<file path="config.mk">
export PLATFORM = sky130hd
export DESIGN_NAME = ex_mem_stage
export DESIGN_NICKNAME = d
export VERILOG_FILES = /design/src/rtl/ex_pkg.sv /design/src/rtl/ex_mem_stage_alu.sv /design/src/rtl/ex_mem_stage.sv
export SDC_FILE = /design/constraint.sdc
export NUM_CORES = 1
export LEC_CHECK = 0
export BUFFER_PORTS_ARGS = -buffer_cell sky130_fd_sc_hd__clkbuf_2
export CORE_MARGIN = 5
export CORE_UTILIZATION = 50
export CTS_BUF_LIST = sky130_fd_sc_hd__clkbuf_8
export DETAILED_ROUTE_END_ITERATION = 6
export PLACE_DENSITY = 0.77
export SETUP_SLACK_MARGIN = 0.1
export SLEW_MARGIN = 20
export SYNTH_ARGS = -nofsm -noshare
export SYNTH_HDL_FRONTEND = slang
export SYNTH_SLANG_ARGS = --single-unit
</file>
<file path="constraint.sdc">
create_clock -name clk -period 6.9 [get_ports clk]
set_input_delay 1.38 -clock clk [delete_from_list [all_inputs] [get_ports clk]]
set_output_delay 1.38 -clock clk [all_outputs]
set_load 0.005 [all_outputs]
</file>
<file path="src/rtl/ex_pkg.sv">
// ex_pkg: shared encodings for the execute stage.
//   - alu_op encodings and R-type funct constants
//   - alu_fn_e: internal ALU function after decode
//   - state_e: execute-stage FSM states
//   - forward-select encodings (used when EX_FWD_EN is defined)
package ex_pkg;

  localparam logic [1:0] ALU_OP_ADD   = 2'b00;
  localparam logic [1:0] ALU_OP_SUB   = 2'b01;
  localparam logic [1:0] ALU_OP_FUNCT = 2'b10;
  localparam logic [1:0] ALU_OP_OR    = 2'b11;

  localparam logic [5:0] FUNCT_ADD = 6'b100000;
  localparam logic [5:0] FUNCT_SUB = 6'b100010;
  localparam logic [5:0] FUNCT_AND = 6'b100100;
  localparam logic [5:0] FUNCT_OR  = 6'b100101;
  localparam logic [5:0] FUNCT_SLT = 6'b101010;
  localparam logic [5:0] FUNCT_MUL = 6'b011000;

  // Forward-select: 10 takes the EX/MEM value, 01 the MEM/WB value,
  // 00 and 11 both keep the register-file value.
  localparam logic [1:0] FWD_NONE     = 2'b00;
  localparam logic [1:0] FWD_MEMWB    = 2'b01;
  localparam logic [1:0] FWD_EXMEM    = 2'b10;
  localparam logic [1:0] FWD_NONE_ALT = 2'b11;

  typedef enum logic [2:0] {
    ALU_ADD,
    ALU_SUB,
    ALU_AND,
    ALU_OR,
    ALU_SLT,
    ALU_MUL,
    ALU_NONE
  } alu_fn_e;

  typedef enum logic {
    ST_IDLE,
    ST_MUL_BUSY
  } state_e;

  // Map alu_op plus funct onto the internal ALU function. Unknown
  // funct codes map to ALU_NONE, which produces a zero result.
  function automatic alu_fn_e decodeAluFn(input logic [1:0] aluOp,
                                          input logic [5:0] funct);
    alu_fn_e fn;
    fn = ALU_NONE;
    case (aluOp)
      ALU_OP_ADD: fn = ALU_ADD;
      ALU_OP_SUB: fn = ALU_SUB;
      ALU_OP_OR:  fn = ALU_OR;
      default: begin
        case (funct)
          FUNCT_ADD: fn = ALU_ADD;
          FUNCT_SUB: fn = ALU_SUB;
          FUNCT_AND: fn = ALU_AND;
          FUNCT_OR:  fn = ALU_OR;
          FUNCT_SLT: fn = ALU_SLT;
          FUNCT_MUL: fn = ALU_MUL;
          default:   fn = ALU_NONE;
        endcase
      end
    endcase
    return fn;
  endfunction

endpackage

</file>
<file path="src/rtl/ex_mem_stage_alu.sv">
// ex_alu: single-cycle combinational ALU (ADD/SUB/AND/OR/signed SLT).
// Ports:
//   fn_i      decoded ALU function
//   a_i, b_i  operands
//   result_o  result; zero for ALU_MUL/ALU_NONE (multiply lives elsewhere)
module ex_alu
  import ex_pkg::*;
#(
  parameter int XLEN = 32
) (
  input  alu_fn_e         fn_i,
  input  logic [XLEN-1:0] a_i,
  input  logic [XLEN-1:0] b_i,
  output logic [XLEN-1:0] result_o
);

  // Plain function select; ADD/SUB wrap naturally at XLEN bits.
  always_comb begin
    result_o = '0;
    case (fn_i)
      ALU_ADD: result_o = a_i + b_i;
      ALU_SUB: result_o = a_i - b_i;
      ALU_AND: result_o = a_i & b_i;
      ALU_OR:  result_o = a_i | b_i;
      ALU_SLT: result_o = {{(XLEN-1){1'b0}}, ($signed(a_i) < $signed(b_i))};
      default: result_o = '0;
    endcase
  end

endmodule

</file>
<file path="src/rtl/ex_mem_stage.sv">
// ex_mem_stage: execute stage plus the EX/MEM pipeline register, with an
// iterative shift-add multiplier that stalls upstream while it runs.
// Optional feature macro: EX_FWD_EN adds operand forwarding ports.
// Ports:
//   clk, rst           clock, synchronous active-high reset
//   flush              kill the current EX operation (bubble next edge)
//   wb_in/mem_in/ex_in ID/EX control fields
//   npc_in, rs_val, rt_val, imm, rt_idx, rd_idx   ID/EX data fields
//   stall              hold PC, IF/ID and ID/EX this cycle
//   wb_out, mem_out, branch_target, zero, alu_result, store_data, dest_reg
//                      registered EX/MEM outputs
//   fwd_a, fwd_b, exmem_fwd, memwb_fwd   forwarding inputs (EX_FWD_EN)
module ex_mem_stage
  import ex_pkg::*;
#(
  parameter int MUL_CYCLES = 32,
  parameter int XLEN       = 32
) (
  input  logic            clk,
  input  logic            rst,
  input  logic            flush,
  input  logic [1:0]      wb_in,
  input  logic [2:0]      mem_in,
  input  logic [3:0]      ex_in,
  input  logic [XLEN-1:0] npc_in,
  input  logic [XLEN-1:0] rs_val,
  input  logic [XLEN-1:0] rt_val,
  input  logic [XLEN-1:0] imm,
  input  logic [4:0]      rt_idx,
  input  logic [4:0]      rd_idx,
`ifdef EX_FWD_EN
  input  logic [1:0]      fwd_a,
  input  logic [1:0]      fwd_b,
  input  logic [XLEN-1:0] exmem_fwd,
  input  logic [XLEN-1:0] memwb_fwd,
`endif
  output logic            stall,
  output logic [1:0]      wb_out,
  output logic [2:0]      mem_out,
  output logic [XLEN-1:0] branch_target,
  output logic            zero,
  output logic [XLEN-1:0] alu_result,
  output logic [XLEN-1:0] store_data,
  output logic [4:0]      dest_reg
);

  localparam int CNT_W = $clog2(MUL_CYCLES);
  localparam logic [CNT_W-1:0] CNT_LAST = CNT_W'(MUL_CYCLES - 1);

  logic [XLEN-1:0] opA, rtFwd, opB, aluRes, branchCalc, prodStep;
  logic [4:0]      destSel;
  alu_fn_e         aluFn;
  logic            isMul, stallRaw;

  state_e          state_q, state_d;
  logic [CNT_W-1:0] cnt_q, cnt_d;
  logic [XLEN-1:0] mcand_q, mcand_d, mplier_q, mplier_d, prod_q, prod_d;
  logic [1:0]      mulWb_q, mulWb_d;
  logic [2:0]      mulMem_q, mulMem_d;
  logic [4:0]      mulDest_q, mulDest_d;
  logic [XLEN-1:0] mulTarget_q, mulTarget_d, mulStore_q, mulStore_d;

  logic [1:0]      wb_q, wb_d;
  logic [2:0]      mem_q, mem_d;
  logic [XLEN-1:0] target_q, target_d, result_q, result_d, store_q, store_d;
  logic            zero_q, zero_d;
  logic [4:0]      dest_q, dest_d;

`ifdef EX_FWD_EN
  // Operand forwarding; 00 and 11 both fall through to the register value.
  always_comb begin
    opA = rs_val;
    case (fwd_a)
      FWD_EXMEM: opA = exmem_fwd;
      FWD_MEMWB: opA = memwb_fwd;
      default:   opA = rs_val;
    endcase
  end

  always_comb begin
    rtFwd = rt_val;
    case (fwd_b)
      FWD_EXMEM: rtFwd = exmem_fwd;
      FWD_MEMWB: rtFwd = memwb_fwd;
      default:   rtFwd = rt_val;
    endcase
  end
`else
  assign opA   = rs_val;
  assign rtFwd = rt_val;
`endif

  assign opB        = ex_in[0] ? imm : rtFwd;
  assign aluFn      = decodeAluFn(ex_in[2:1], imm[5:0]);
  assign isMul      = (aluFn == ALU_MUL);
  assign destSel    = ex_in[3] ? rd_idx : rt_idx;
  assign branchCalc = npc_in + {imm[XLEN-3:0], 2'b00};
  // Partial product after this cycle's step; on the last step it is the
  // full low-XLEN product.
  assign prodStep   = prod_q + (mplier_q[0] ? mcand_q : '0);

  ex_alu #(.XLEN(XLEN)) u_alu (
    .fn_i    (aluFn),
    .a_i     (opA),
    .b_i     (opB),
    .result_o(aluRes)
  );

  // Next-state and EX/MEM load logic. The EX/MEM fields default to a
  // bubble (all zero); only a normal op or a finished multiply loads data.
  always_comb begin
    state_d     = state_q;
    cnt_d       = cnt_q;
    mcand_d     = mcand_q;
    mplier_d    = mplier_q;
    prod_d      = prod_q;
    mulWb_d     = mulWb_q;
    mulMem_d    = mulMem_q;
    mulDest_d   = mulDest_q;
    mulTarget_d = mulTarget_q;
    mulStore_d  = mulStore_q;
    wb_d        = '0;
    mem_d       = '0;
    target_d    = '0;
    result_d    = '0;
    store_d     = '0;
    zero_d      = 1'b0;
    dest_d      = '0;
    stallRaw    = 1'b0;

    case (state_q)
      ST_IDLE: begin
        if (flush) begin
          state_d = ST_IDLE;
        end else if (isMul) begin
          stallRaw    = 1'b1;
          state_d     = ST_MUL_BUSY;
          cnt_d       = '0;
          mcand_d     = opA;
          mplier_d    = opB;
          prod_d      = '0;
          mulWb_d     = wb_in;
          mulMem_d    = mem_in;
          mulDest_d   = destSel;
          mulTarget_d = branchCalc;
          mulStore_d  = rtFwd;
        end else begin
          wb_d     = wb_in;
          mem_d    = mem_in;
          target_d = branchCalc;
          result_d = aluRes;
          zero_d   = (aluRes == '0);
          store_d  = rtFwd;
          dest_d   = destSel;
        end
      end
      ST_MUL_BUSY: begin
        stallRaw = 1'b1;
        if (flush) begin
          state_d = ST_IDLE;
        end else begin
          prod_d   = prodStep;
          mcand_d  = mcand_q << 1;
          mplier_d = mplier_q >> 1;
          cnt_d    = cnt_q + 1'b1;
          if (cnt_q == CNT_LAST) begin
            state_d  = ST_IDLE;
            wb_d     = mulWb_q;
            mem_d    = mulMem_q;
            target_d = mulTarget_q;
            result_d = prodStep;
            zero_d   = (prodStep == '0);
            store_d  = mulStore_q;
            dest_d   = mulDest_q;
          end
        end
      end
      default: state_d = ST_IDLE;
    endcase
  end

  // Reset has priority over any issue in flight, so mask stall during it.
  assign stall = stallRaw & ~rst;

  // State, multiplier and EX/MEM registers with synchronous reset.
  always_ff @(posedge clk) begin
    if (rst) begin
      state_q     <= ST_IDLE;
      cnt_q       <= '0;
      mcand_q     <= '0;
      mplier_q    <= '0;
      prod_q      <= '0;
      mulWb_q     <= '0;
      mulMem_q    <= '0;
      mulDest_q   <= '0;
      mulTarget_q <= '0;
      mulStore_q  <= '0;
      wb_q        <= '0;
      mem_q       <= '0;
      target_q    <= '0;
      result_q    <= '0;
      store_q     <= '0;
      zero_q      <= 1'b0;
      dest_q      <= '0;
    end else begin
      state_q     <= state_d;
      cnt_q       <= cnt_d;
      mcand_q     <= mcand_d;
      mplier_q    <= mplier_d;
      prod_q      <= prod_d;
      mulWb_q     <= mulWb_d;
      mulMem_q    <= mulMem_d;
      mulDest_q   <= mulDest_d;
      mulTarget_q <= mulTarget_d;
      mulStore_q  <= mulStore_d;
      wb_q        <= wb_d;
      mem_q       <= mem_d;
      target_q    <= target_d;
      result_q    <= result_d;
      store_q     <= store_d;
      zero_q      <= zero_d;
      dest_q      <= dest_d;
    end
  end

  assign wb_out        = wb_q;
  assign mem_out       = mem_q;
  assign branch_target = target_q;
  assign zero          = zero_q;
  assign alu_result    = result_q;
  assign store_data    = store_q;
  assign dest_reg      = dest_q;

endmodule

</file>
Word-level counts from Yosys, hierarchy flattened. Cells that the tools add are included.

Output and inout bits: 108. Latch bits: 0. ROM bits: 0. Input bits: 150. Logic and storage cells: 115. RAM bits: 0. Bits in registers: 283. Memories: 0.

Equality and inequality tests: 17. $add $sub $neg: 5. Reduce and logical (&&, ||, !) cells: 6. Shift operators: 0. Divide/modulo/power cells: 0. Order comparisons: 1. Multipliers: 0. Bitwise logic cells: 6. Multiplexer cells: 63.

Operators with widths (count): 2-to-1 mux 32 bit (23); case mux 32 bit (2 select lines) (6); case mux 32 bit (5 select lines) (1); adder 32 bit (3); zero test 32 bit (2); 2-to-1 mux 5 bit (8); bitwise AND 32 bit (1); less-than comparator 32 bit (1); bitwise OR 32 bit (1); subtractor 32 bit (1); == test 6 bit (second input constant) (5); case mux 5 bit (2 select lines) (2); case mux 3 bit (6 select lines) (1); 2-to-1 mux 3 bit (4); case mux 3 bit (3 select lines) (1); 2-to-1 mux 1 bit (8); 2-to-1 mux 2 bit (4); == test 3 x 2 -> 1 bit (second input constant) (2); == test 3 bit (second input constant) (2); == test 6 x 5 -> 1 bit (second input constant) (1); inequality test 2 bit (second input constant) (3); case mux 1 bit (2 select lines) (3); case mux 3 bit (2 select lines) (1); AND reduction 3 bit (2); 10 further kinds (12).

Logic depth before layout (Yosys ltp). Gate-level depths: netlist (run 1).

Depth after elaboration: 9. Gate-level depth with buffers: 17.

Cells and area by module. Synthesis (run 1) repeated with hierarchy kept, for this count alone.

Cells, all modules: 2485. Area, all modules: 19431.1 um2.

Modules (own cells, without submodules): ex_mem_stage (seq. area each 5665.4 um2, times used 1, area an instance 14597.8 um2, cells each 1747); ex_alu (seq. area each 0.0 um2, times used 1, area an instance 4833.4 um2, cells each 738).

Worst setup path before layout (run 1). No wires, ideal clock.

Kind: input to register. Start point: input port ex_in[0]. End point: register zero_q (netlist: zero). Data required time: 6.804 ns. Arrival: 5.416 ns. Slack: 1.389 ns. Stages on the path: 17. Library setup time: 0.096 ns. Buffers on the path: 2. Cells stage by stage: clkbuf_1 buf_1 mux2i_1 inv_1 fa_1 o21bai_1 o2111ai_1 a311o_1 o31ai_1 nand4_1 nand3_1 o21a_1 nor4b_1 or4_1 a2111oi_0 nand4_1 o41ai_2.

Cells in the longest elaborated chain, start to end: 7. Elaborated cells on any way between the ends: 11. Those cells by class: add/sub (2); order compare (1); mux (5); bitwise (2); reduce/logical (1).

RTL lines: start: declaration (RTL line ex_mem_stage.sv:24) `input logic [3:0] ex_in,`; 2-to-1 mux 32 bit (*) (RTL line ex_mem_stage.sv:93) `assign opB = ex_in[0] ? imm : rtFwd;`; subtractor 32 bit (tied with other cells) (RTL line ex_mem_stage_alu.sv:22) `ALU_SUB: result_o = a_i - b_i;`; case mux 32 bit (5 select lines) (*) (RTL line ex_mem_stage_alu.sv:20) `case (fn_i)`; zero test 32 bit (*) (RTL line ex_mem_stage.sv:152) `zero_d = (aluRes == '0);`; 2-to-1 mux 1 bit (*) (RTL line ex_mem_stage.sv:135) `end else if (isMul) begin`; 2-to-1 mux 1 bit (*) (RTL line ex_mem_stage.sv:133) `if (flush) begin`; case mux 1 bit (2 select lines) (*) (RTL line ex_mem_stage.sv:131) `case (state_q)`; end signal: assignment (RTL line ex_mem_stage.sv:221) `zero_q <= zero_d;`; end: declaration (RTL line ex_mem_stage.sv:66) `logic zero_q, zero_d;`.

Every way passes the cells marked *; elsewhere a longest branch is shown, timed or not. A chain may end at the register's enable or synchronous reset.

Worst setup path in the final report (run 1). Ends and elaborated chain as after synthesis.

==> flow_summary.json, run 1 <==
{
  "numCtsBuffers": 49,
  "worstPathArrival_ps": 6020,
  "fillers": 3478,
  "place_hpwl_um": 50900,
  "drv_slew": 0,
  "clock_path_buffers": 3,
  "synth_edf_count": 0,
  "combPwrFrac": 0.237,
  "routed_wl_um": 67800,
  "cts.clk_slew.worst_paths_ps": 60,
  "start_util": 0.503,
  "antenna_left": 0,
  "vias": 19199,
  "relSlewSlack": 0.320,
  "rsz0062_at_grt": "no",
  "port_buffers": 257,
  "cp_top_family": "simple AND/OR/NAND/NOR gates",
  "cts_tree": "built",
  "p_int_w": 0.00291,
  "switching_share": 0.320,
  "cts-root-buf": "clkbuf_8",
  "ctsResizeCount": 0,
  "n_antenna_cell": 0,
  "end_kind": "register",
  "min_period_ps": 5490,
  "crit_buf_inv": 2,
  "cts-htree-levels": 2,
  "critPathMaxFanout": 19,
  "netlist_area_um2": 18800,
  "synth_flop_cell": "dfxtp_1",
  "power_w": 0.00427,
  "worstPathRequired_ps": 7420,
  "maxCapViolCount": 0,
  "io_pins": 258,
  "clock.fmax_mhz": 182,
  "first_iter_violations": 2057,
  "setup_viol": 0,
  "vdd_ir_drop_max_uv": 191,
  "die_y_um": 204,
  "placed_area_um2": 20500,
  "path_cells": "clkbuf_2 > buf_4 > mux2i_1 > ha_1 > nand2b_1 > nor2_1 > nand4_1 > or3b_1 > a21oi_1 > nand3_1 > nor4b_1 > or4_1 > a2111oi_0 > nand4_1 > o41ai_2",
  "clock-sinks": 283,
  "finalCritPeriodShare": 0.796,
  "start_kind": "input pin",
  "rows": 71,
  "overflow": 0,
  "setup_tns_ps": 0,
  "wl_per_cell_um": 21.4,
  "p_sw_w": 0.00137,
  "grt_pass1_wl_um": 104000,
  "max_stage_delay_ps": 540,
  "die_w_um": 204,
  "leakage_nw": 9.34,
  "grt_pass1_vias": 18320,
  "synthArstFlopShare": 0,
  "syn2layout_area_growth_pct": 14.4,
  "final_area_um2": 21500,
  "synth_warnings": 0,
  "insertion_delay_ps": 630,
  "reg2reg_from": "mplier_q[0]",
  "synth_fp_nets": 2756,
  "antenna_found_initial": 0,
  "min_from": "mplier_q[30]",
  "clockPowerShare": 0.369,
  "power_density_nw_per_um2": 198,
  "critical-path-slowest-cell": "a21oi_1",
  "die_area_um2": 41600,
  "hold_viol": 0,
  "ys_ff_latch": 283,
  "avgSynthCellArea_um2": 7.76,
  "status": "finished clean",
  "synth_cell_types": 78,
  "worstSetupPathType": "in2reg",
  "grt.total_usage": 0.312,
  "nets": 2949,
  "grt_max_degree": 200,
  "crit_top_cell": "nand4_1",
  "worstHoldPathType": "reg2reg",
  "firstDrtPassIters": 7,
  "worst_pin_slew_ps": 1020,
  "synth_cells": 2426,
  "hold_buffers": 0,
  "postCtsSetupRepairBufs": 0,
  "gp_congestion": 1.04,
  "pwr-share-seq": 0.395,
  "skew_ps": 31.8,
  "drc": 0,
  "drive_above_1_share": 0.152,
  "core-area_um2": 37400,
  "worstSetupStartpoint": "ex_in[0]",
  "via_per_inst": 6.06,
  "ys_seq_area_frac": 0.301
}
cells in the final DEF (no fill, tap or decap), types with 9 or more instances in the layout:
cell,count
a211oi_1,55
a21o_1,26
a21oi_1,247
a221o_1,13
a22oi_1,129
a31oi_1,18
and2_1,43
and3_1,12
buf_4,34
clkbuf_2,256
clkbuf_8,65
dfxtp_1,281
ha_1,176
inv_1,121
mux2i_1,69
nand2_1,290
nand2b_1,19
nand3_1,23
nand4_1,10
nor2_1,289
nor2b_1,25
nor3_1,32
nor4_1,16
o211ai_1,12
o21a_1,16
o21ai_0,93
o21bai_1,17
o221ai_1,9
o22ai_1,13
o31ai_1,11
or3_1,11
xnor2_1,49
xor2_1,19
cell families (layout without fill, tap and decap cells):
kind of cell,Yosys count,count (layout),synth area share
muxes,76,76,0.0409
AOI/OAI and AO/OA,754,754,0.263
adders and majority gates,180,180,0.121
DFF,283,283,0.301
buffers and inverters,255,486,0.0511
and+or+nand+nor,810,810,0.191
xor gates and xnor gates,68,68,0.0316
power by group through the flow:
stage	sequential [W]	clock [W]	combinational, W
2_1_floorplan	0.00172	0	0.000613
3_3_place_gp	0.00172	0	0.000976
3_5_place_dp	0.00172	0	0.000980
4_1_cts	0.00169	0.00160	0.000988
5_1_grt	0.00169	0.00169	0.00109
6_report	0.00169	0.00158	0.00101
metal layers:
| metal | vias to the layer above | share of wire | GRT usage |
|---|---|---|---|
| li1 | 9039 | - | - |
| met1 | 9063 | 0.41 | 0.413 |
| met2 | 917 | 0.45 | 0.493 |
| met3 | 180 | 0.083 | 0.0563 |
| met4 | 0 | 0.053 | 0.150 |
| met5 | - | 0 | 0 |
cells in the mapped netlist (all sizes together) (6+ instances only):
cell / n / area share
a21o: 27 / 0.011
xnor2: 49 / 0.023
or4: 7 / 0.0028
dfxtp: 283 / 0.30
o211ai: 12 / 0.0048
and2: 45 / 0.015
o31ai: 11 / 0.0044
a21oi: 247 / 0.066
a221oi: 6 / 0.0028
nor3: 33 / 0.0088
o21bai: 17 / 0.0068
a221o: 13 / 0.0069
o22ai: 13 / 0.0043
o31a: 7 / 0.0033
a22oi: 129 / 0.051
nand2: 290 / 0.058
a22o: 6 / 0.0028
nand2b: 20 / 0.0066
xor2: 19 / 0.0088
and3: 12 / 0.0040
o21ai: 99 / 0.026
ha: 176 / 0.12
or2: 6 / 0.0020
o221ai: 9 / 0.0042
nand4: 10 / 0.0033
a31o: 6 / 0.0028
clkbuf: 134 / 0.027
mux2i: 69 / 0.037
a211o: 7 / 0.0033
nand3: 23 / 0.0061
nor2b: 26 / 0.0086
buf: 16 / 0.0035
or3: 11 / 0.0037
nor2: 291 / 0.058
a31oi: 18 / 0.0060
o21a: 16 / 0.0064
mux2: 7 / 0.0042
inv: 105 / 0.021
nor4: 17 / 0.0060
a211oi: 56 / 0.023
area by class of cell:
type | count | area [um2] | area share
multi-input combinational | 1888 | 12300 | 0.569
sequential | 283 | 5670 | 0.263
timing repair buffer | 292 | 1570 | 0.0729
clock buffer | 64 | 881 | 0.0409
tap | 511 | 639 | 0.0297
inverter | 105 | 394 | 0.0183
clock inverter | 25 | 138 | 0.00639
per-stage QoR:
| step | utilization | hold slack [ps] | setup slack [ps] | instances |
|---|---|---|---|---|
| floorplan | - | 432 | 1390 | 2426 |
| detailed placement | 0.549 | 445 | 926 | 3079 |
| finish | 0.576 | 451 | 1410 | 3168 |
| global placement | 0.549 | 439 | 939 | 3079 |
| CTS | 0.576 | 453 | 1570 | 3168 |
| global route | 0.576 | 472 | 1240 | 3168 |
worst paths after layout:
| check | slack [ps] | cells past startpoint | to |
|---|---|---|---|
| setup / recovery | 1410 | 15 | zero |
| hold / removal | 450 | 2 | mplier_q[30] |
| setup reg to reg | 2220 | 15 | zero |
| hold reg to reg | 450 | 2 | mplier_q[30] |
tightest hold or removal path, cell delays in order, from the launching register on:
cell and delay [ps]:
dfxtp_1 310, nand2_1 50, a21oi_1 50
(Power assumes the default switching activity.)
==> run 2, diff against run 1 <==
Clock period 6.9 ns to 5.2 ns, I/O delays scaled along.
==> flow_summary.json, run 2 (synthesis results as in run 1) <==
{
  "status": "finished clean",
  "cts-root-buf": "clkbuf_8",
  "postCtsSetupRepairBufs": 0,
  "skew_ps": 32.9,
  "die_area_um2": 41600,
  "antenna_left": 0,
  "worstSetupPathType": "in2reg",
  "final_area_um2": 23100,
  "nets": 3128,
  "cts-htree-levels": 2,
  "start_kind": "input pin",
  "place_hpwl_um": 52800,
  "io_pins": 258,
  "die_w_um": 204,
  "clock-sinks": 283,
  "max_stage_delay_ps": 460,
  "layout_common_cells": "290 x nand2_1, 289 x nor2_1, 282 x dfxtp_1",
  "post-route-util": 0.616,
  "preCtsSetupSlack_ps": -275,
  "rsz0062_at_grt": "no",
  "grt_pass1_vias": 18726,
  "antenna_found_initial": 2,
  "drv_slew": 0,
  "crit_top_cell": "buf_4",
  "worstPathArrival_ps": 5350,
  "grt.total_usage": 0.317,
  "setup_slack_ps": 345,
  "final_common_cell": "nand2_1",
  "worstPathRequired_ps": 5690,
  "relSlewSlack": 0.281,
  "core-area_um2": 37400,
  "end_kind": "register",
  "gp_congestion": 1.05,
  "hold_ws_ps": 447,
  "syn2layout_area_growth_pct": 22.4,
  "first_iter_violations": 1726,
  "finalCritPeriodShare": 0.934,
  "routed_wl_um": 69100,
  "maxCapViolCount": 0,
  "drc": 0,
  "start_util": 0.503,
  "placed_area_um2": 21900,
  "firstDrtPassIters": 6,
  "critical-path-slowest-cell": "a2111oi_0",
  "grt_max_degree": 197,
  "cts.clk_slew.worst_paths_ps": 60,
  "port_buffers": 257,
  "min_period_ps": 4850,
  "vdd_ir_drop_max_uv": 210,
  "clock.fmax_mhz": 206,
  "vias": 19757,
  "wl_per_cell_um": 20.7,
  "worst_pin_slew_ps": 1080,
  "power_density_nw_per_um2": 271,
  "clock_path_buffers": 3,
  "die_y_um": 204,
  "overflow": 0,
  "critPathMaxFanout": 12,
  "setup_viol": 0,
  "path_cells": "clkbuf_2 > buf_4 > mux2i_1 > buf_4 > inv_1 > ha_1 > nor2b_1 > o2111ai_1 > a31oi_1 > a2111oi_0 > buf_4 > a21oi_1 > buf_4 > a21boi_0 > o221ai_1 > xor2_1 > a221oi_1 > nor2_1 > a21oi_1 > nor2_1",
  "grt_pass1_wl_um": 105000,
  "leakage_nw": 10.3,
  "cts_tree": "built",
  "insertion_delay_ps": 660,
  "worstHoldPathType": "reg2reg",
  "rows": 71,
  "hold_viol": 0,
  "via_per_inst": 5.90,
  "numCtsBuffers": 50,
  "drive_above_1_share": 0.207
}
## run 2: cell types whose count changed in the layout (fill, tap and decap cells not counted), moves of 2 or more
cell,change
clkbuf_8,-4
buf_4,+176
buf_12,+2
bufinv_16,+7
inv_1,-5
## run 2: area by class of cell
type | instances | area (um2)
Sequential cell | 283 | 5670
Multi-Input combinational cell | 1888 | 12200
Inverter | 105 | 394
Clock inverter | 29 | 348
Antenna cell | 1 | 2.50
Tap cell | 511 | 639
Fill cell | 3352 | 14300
Timing Repair Buffer | 470 | 2930
Clock buffer | 60 | 826
## run 2: what timing repair did
action	CTS	global route
hold buffers	0	0
endpoints found under the setup margin	0	1
resized for setup	0	1
## run 2: worst paths after layout
| kind | slack [ps] | startpoint | end | depth (start not counted) |
|---|---|---|---|---|
| setup / recovery | 350 | ex_in[0] | alu_result[26] | 20 |
| hold / removal | 450 | mplier_q[13] | mplier_q[13] | 2 |
| setup reg to reg | 660 | mplier_q[0] | zero | 15 |
| hold reg to reg | 450 | mplier_q[13] | mplier_q[13] | 2 |
## run 2: power breakdown
part | total, W | leakage, nW | switching [W] | internal [W]
Sequential | 0.00224 | 2.30 | 0.0000176 | 0.00222
Clock | 0.00244 | 0.635 | 0.000996 | 0.00145
Combinational | 0.00156 | 7.32 | 0.000899 | 0.000658
## run 2: critical path: cells and delay by family
| family | cells | cell delay (ps) |
|---|---|---|
| AO/OA/AOI/OAI | 8 | 2220 |
| XOR/XNOR | 1 | 190 |
| adder cells (fa/ha/maj) | 1 | 190 |
| buffers and inverters | 6 | 990 |
| multiplexers | 1 | 350 |
| AND/OR/NAND/NOR | 3 | 360 |
## run 2: layer usage
metal	wire length, um	GRT usage
met3	4950	0.0535
met4	3210	0.131
met5	0	0
met1	29700	0.425
met2	31300	0.508
## run 2: metrics by stage
stage                     power [W]  setup TNS [ps]  std cells
after floorplan             0.00310               0       2426
after global placement      0.00379            -640       3257
after detailed placement    0.00380            -559       3257
after CTS                   0.00625               0       3346
after global routing        0.00650               0       3346
final                       0.00624               0       3347
==> run 3, diff against run 2 <==
Settings changed: CORE_ASPECT_RATIO from default to 1.1, CTS_CLUSTER_SIZE from default to 28.
==> flow_summary.json, run 3 (synthesis results as in run 1) <==
{
  "setup_viol": 0,
  "critical-path-slowest-cell": "o311ai_0",
  "setup_slack_ps": 435,
  "max_stage_delay_ps": 560,
  "io_pins": 258,
  "routed_wl_um": 70600,
  "finalCritPeriodShare": 0.916,
  "gp_congestion": 0.994,
  "reg2reg_slack_ps": 440,
  "vias": 19695,
  "setup_tns_ps": 0,
  "rsz0062_at_grt": "no",
  "worstPathArrival_ps": 5290,
  "min_period_ps": 4760,
  "power_density_nw_per_um2": 256,
  "reg2reg_to": "zero",
  "rows": 74,
  "postCtsSetupRepairBufs": 0,
  "core-area_um2": 37200,
  "ctsResizeCount": 0,
  "nets": 3089,
  "drive_above_1_share": 0.195,
  "end_kind": "register",
  "skew_ps": 17.0,
  "grt_max_degree": 194,
  "path_cells": "clkbuf_2 > buf_12 > mux2i_1 > ha_1 > nor4_1 > o21ai_0 > o311ai_0 > a21oi_1 > o31a_1 > o311ai_0 > buf_4 > o211a_1 > o22a_1 > o22ai_1 > nor4_1 > buf_4 > nand4_1 > o41ai_2",
  "clock-sinks": 283,
  "hold_buffers": 0,
  "syn2layout_area_growth_pct": 20.0,
  "die_y_um": 214,
  "antenna_left": 0,
  "drc": 0,
  "maxCapViolCount": 0,
  "clock_path_buffers": 3,
  "reg2reg_from": "mplier_q[0]",
  "clock.fmax_mhz": 210,
  "worst_pin_slew_ps": 1050,
  "n_antenna_cell": 0,
  "start_util": 0.506,
  "hold_ws_ps": 450,
  "antenna_found_initial": 0,
  "layout_common_cells": "290 x nand2_1, 289 x nor2_1, 282 x dfxtp_1",
  "hold_end": "mplier_q[12]",
  "final_common_cell": "nand2_1",
  "fillers": 3389,
  "cts_tree": "built",
  "worstHoldPathType": "reg2reg",
  "vdd_ir_drop_max_uv": 294,
  "via_per_inst": 6.00,
  "start_kind": "input pin",
  "wl_per_cell_um": 21.5,
  "cts-root-buf": "clkbuf_8",
  "placed_area_um2": 21600,
  "grt_pass1_wl_um": 107000,
  "post-route-util": 0.607,
  "place_hpwl_um": 53900,
  "critPathMaxFanout": 20,
  "final_area_um2": 22600,
  "first_iter_violations": 1873,
  "cts.clk_slew.worst_paths_ps": 60,
  "relSlewSlack": 0.300,
  "rr_worst_depth": 15,
  "grt.total_usage": 0.319,
  "port_buffers": 257,
  "drv_slew": 0,
  "insertion_delay_ps": 630,
  "status": "finished clean",
  "cts-htree-levels": 2,
  "worstPathRequired_ps": 5720,
  "hold_viol": 0,
  "min_from": "mplier_q[12]",
  "die_w_um": 195,
  "preCtsSetupSlack_ps": -171,
  "overflow": 0,
  "numCtsBuffers": 47,
  "leakage_nw": 10.0,
  "firstDrtPassIters": 5,
  "holdPathStages": 2,
  "worstSetupStartpoint": "ex_in[0]",
  "worstSetupPathType": "in2reg",
  "grt_pass1_vias": 18870,
  "die_area_um2": 41600
}
## run 3: cell types whose count changed in the layout (fill, tap and decap cells not counted), moves of 2 or more
cell,previous run,this run
inv_1,116,114
bufinv_16,8,1
clkinvlp_4,3,0
buf_4,210,170
buf_12,3,7
clkinv_2,4,8
## run 3: metrics by stage
| stage | power [W] | cells |
|---|---|---|
| floorplan | 0.00310 | 2426 |
| global placement | 0.00375 | 3204 |
| detailed placement | 0.00376 | 3204 |
| CTS | 0.00579 | 3285 |
| global route | 0.00604 | 3285 |
| finish | 0.00578 | 3285 |
## run 3: critical path: cells and delay by family
family                     cells  cell delay [ps]
AOI/OAI and AO/OA              9             2000
adders and majority gates      1              290
buffers and inverters          4              710
muxes                          1              290
and+or+nand+nor                3              900
## run 3: where the power goes
group	switching, W	leakage [nW]	internal (W)
Combinational	0.000887	7.16	0.000624
Sequential	0.0000178	2.30	0.00222
Clock	0.000945	0.543	0.00109
## run 3: how the worst max path moves through the flow
stage           end  slack, ps  depth (start not counted)
6_report       zero        440                         18
5_1_grt        zero        220                         18
4_1_cts        zero        460                         15
3_5_place_dp   zero       -170                         19
3_3_place_gp   zero        -20                         19
2_1_floorplan  zero        150                         17
## run 3: per-layer routing
layer	GRT usage	share of wire	wire length, um	up-vias
met5	0	0	0	-
li1	-	-	-	9294
met2	0.532	0.47	33300	800
met3	0.0492	0.065	4600	165
met1	0.418	0.42	29700	9436
met4	0.130	0.043	3020	0
## run 3: layout make-up
class | count | area [um2] | share of cell area
Clock inverter | 21 | 135 | 0.00598
Sequential cell | 283 | 5670 | 0.251
Tap cell | 494 | 618 | 0.0274
Clock buffer | 60 | 826 | 0.0366
Multi-Input combinational cell | 1888 | 12200 | 0.542
Inverter | 105 | 394 | 0.0174
Timing Repair Buffer | 434 | 2710 | 0.120
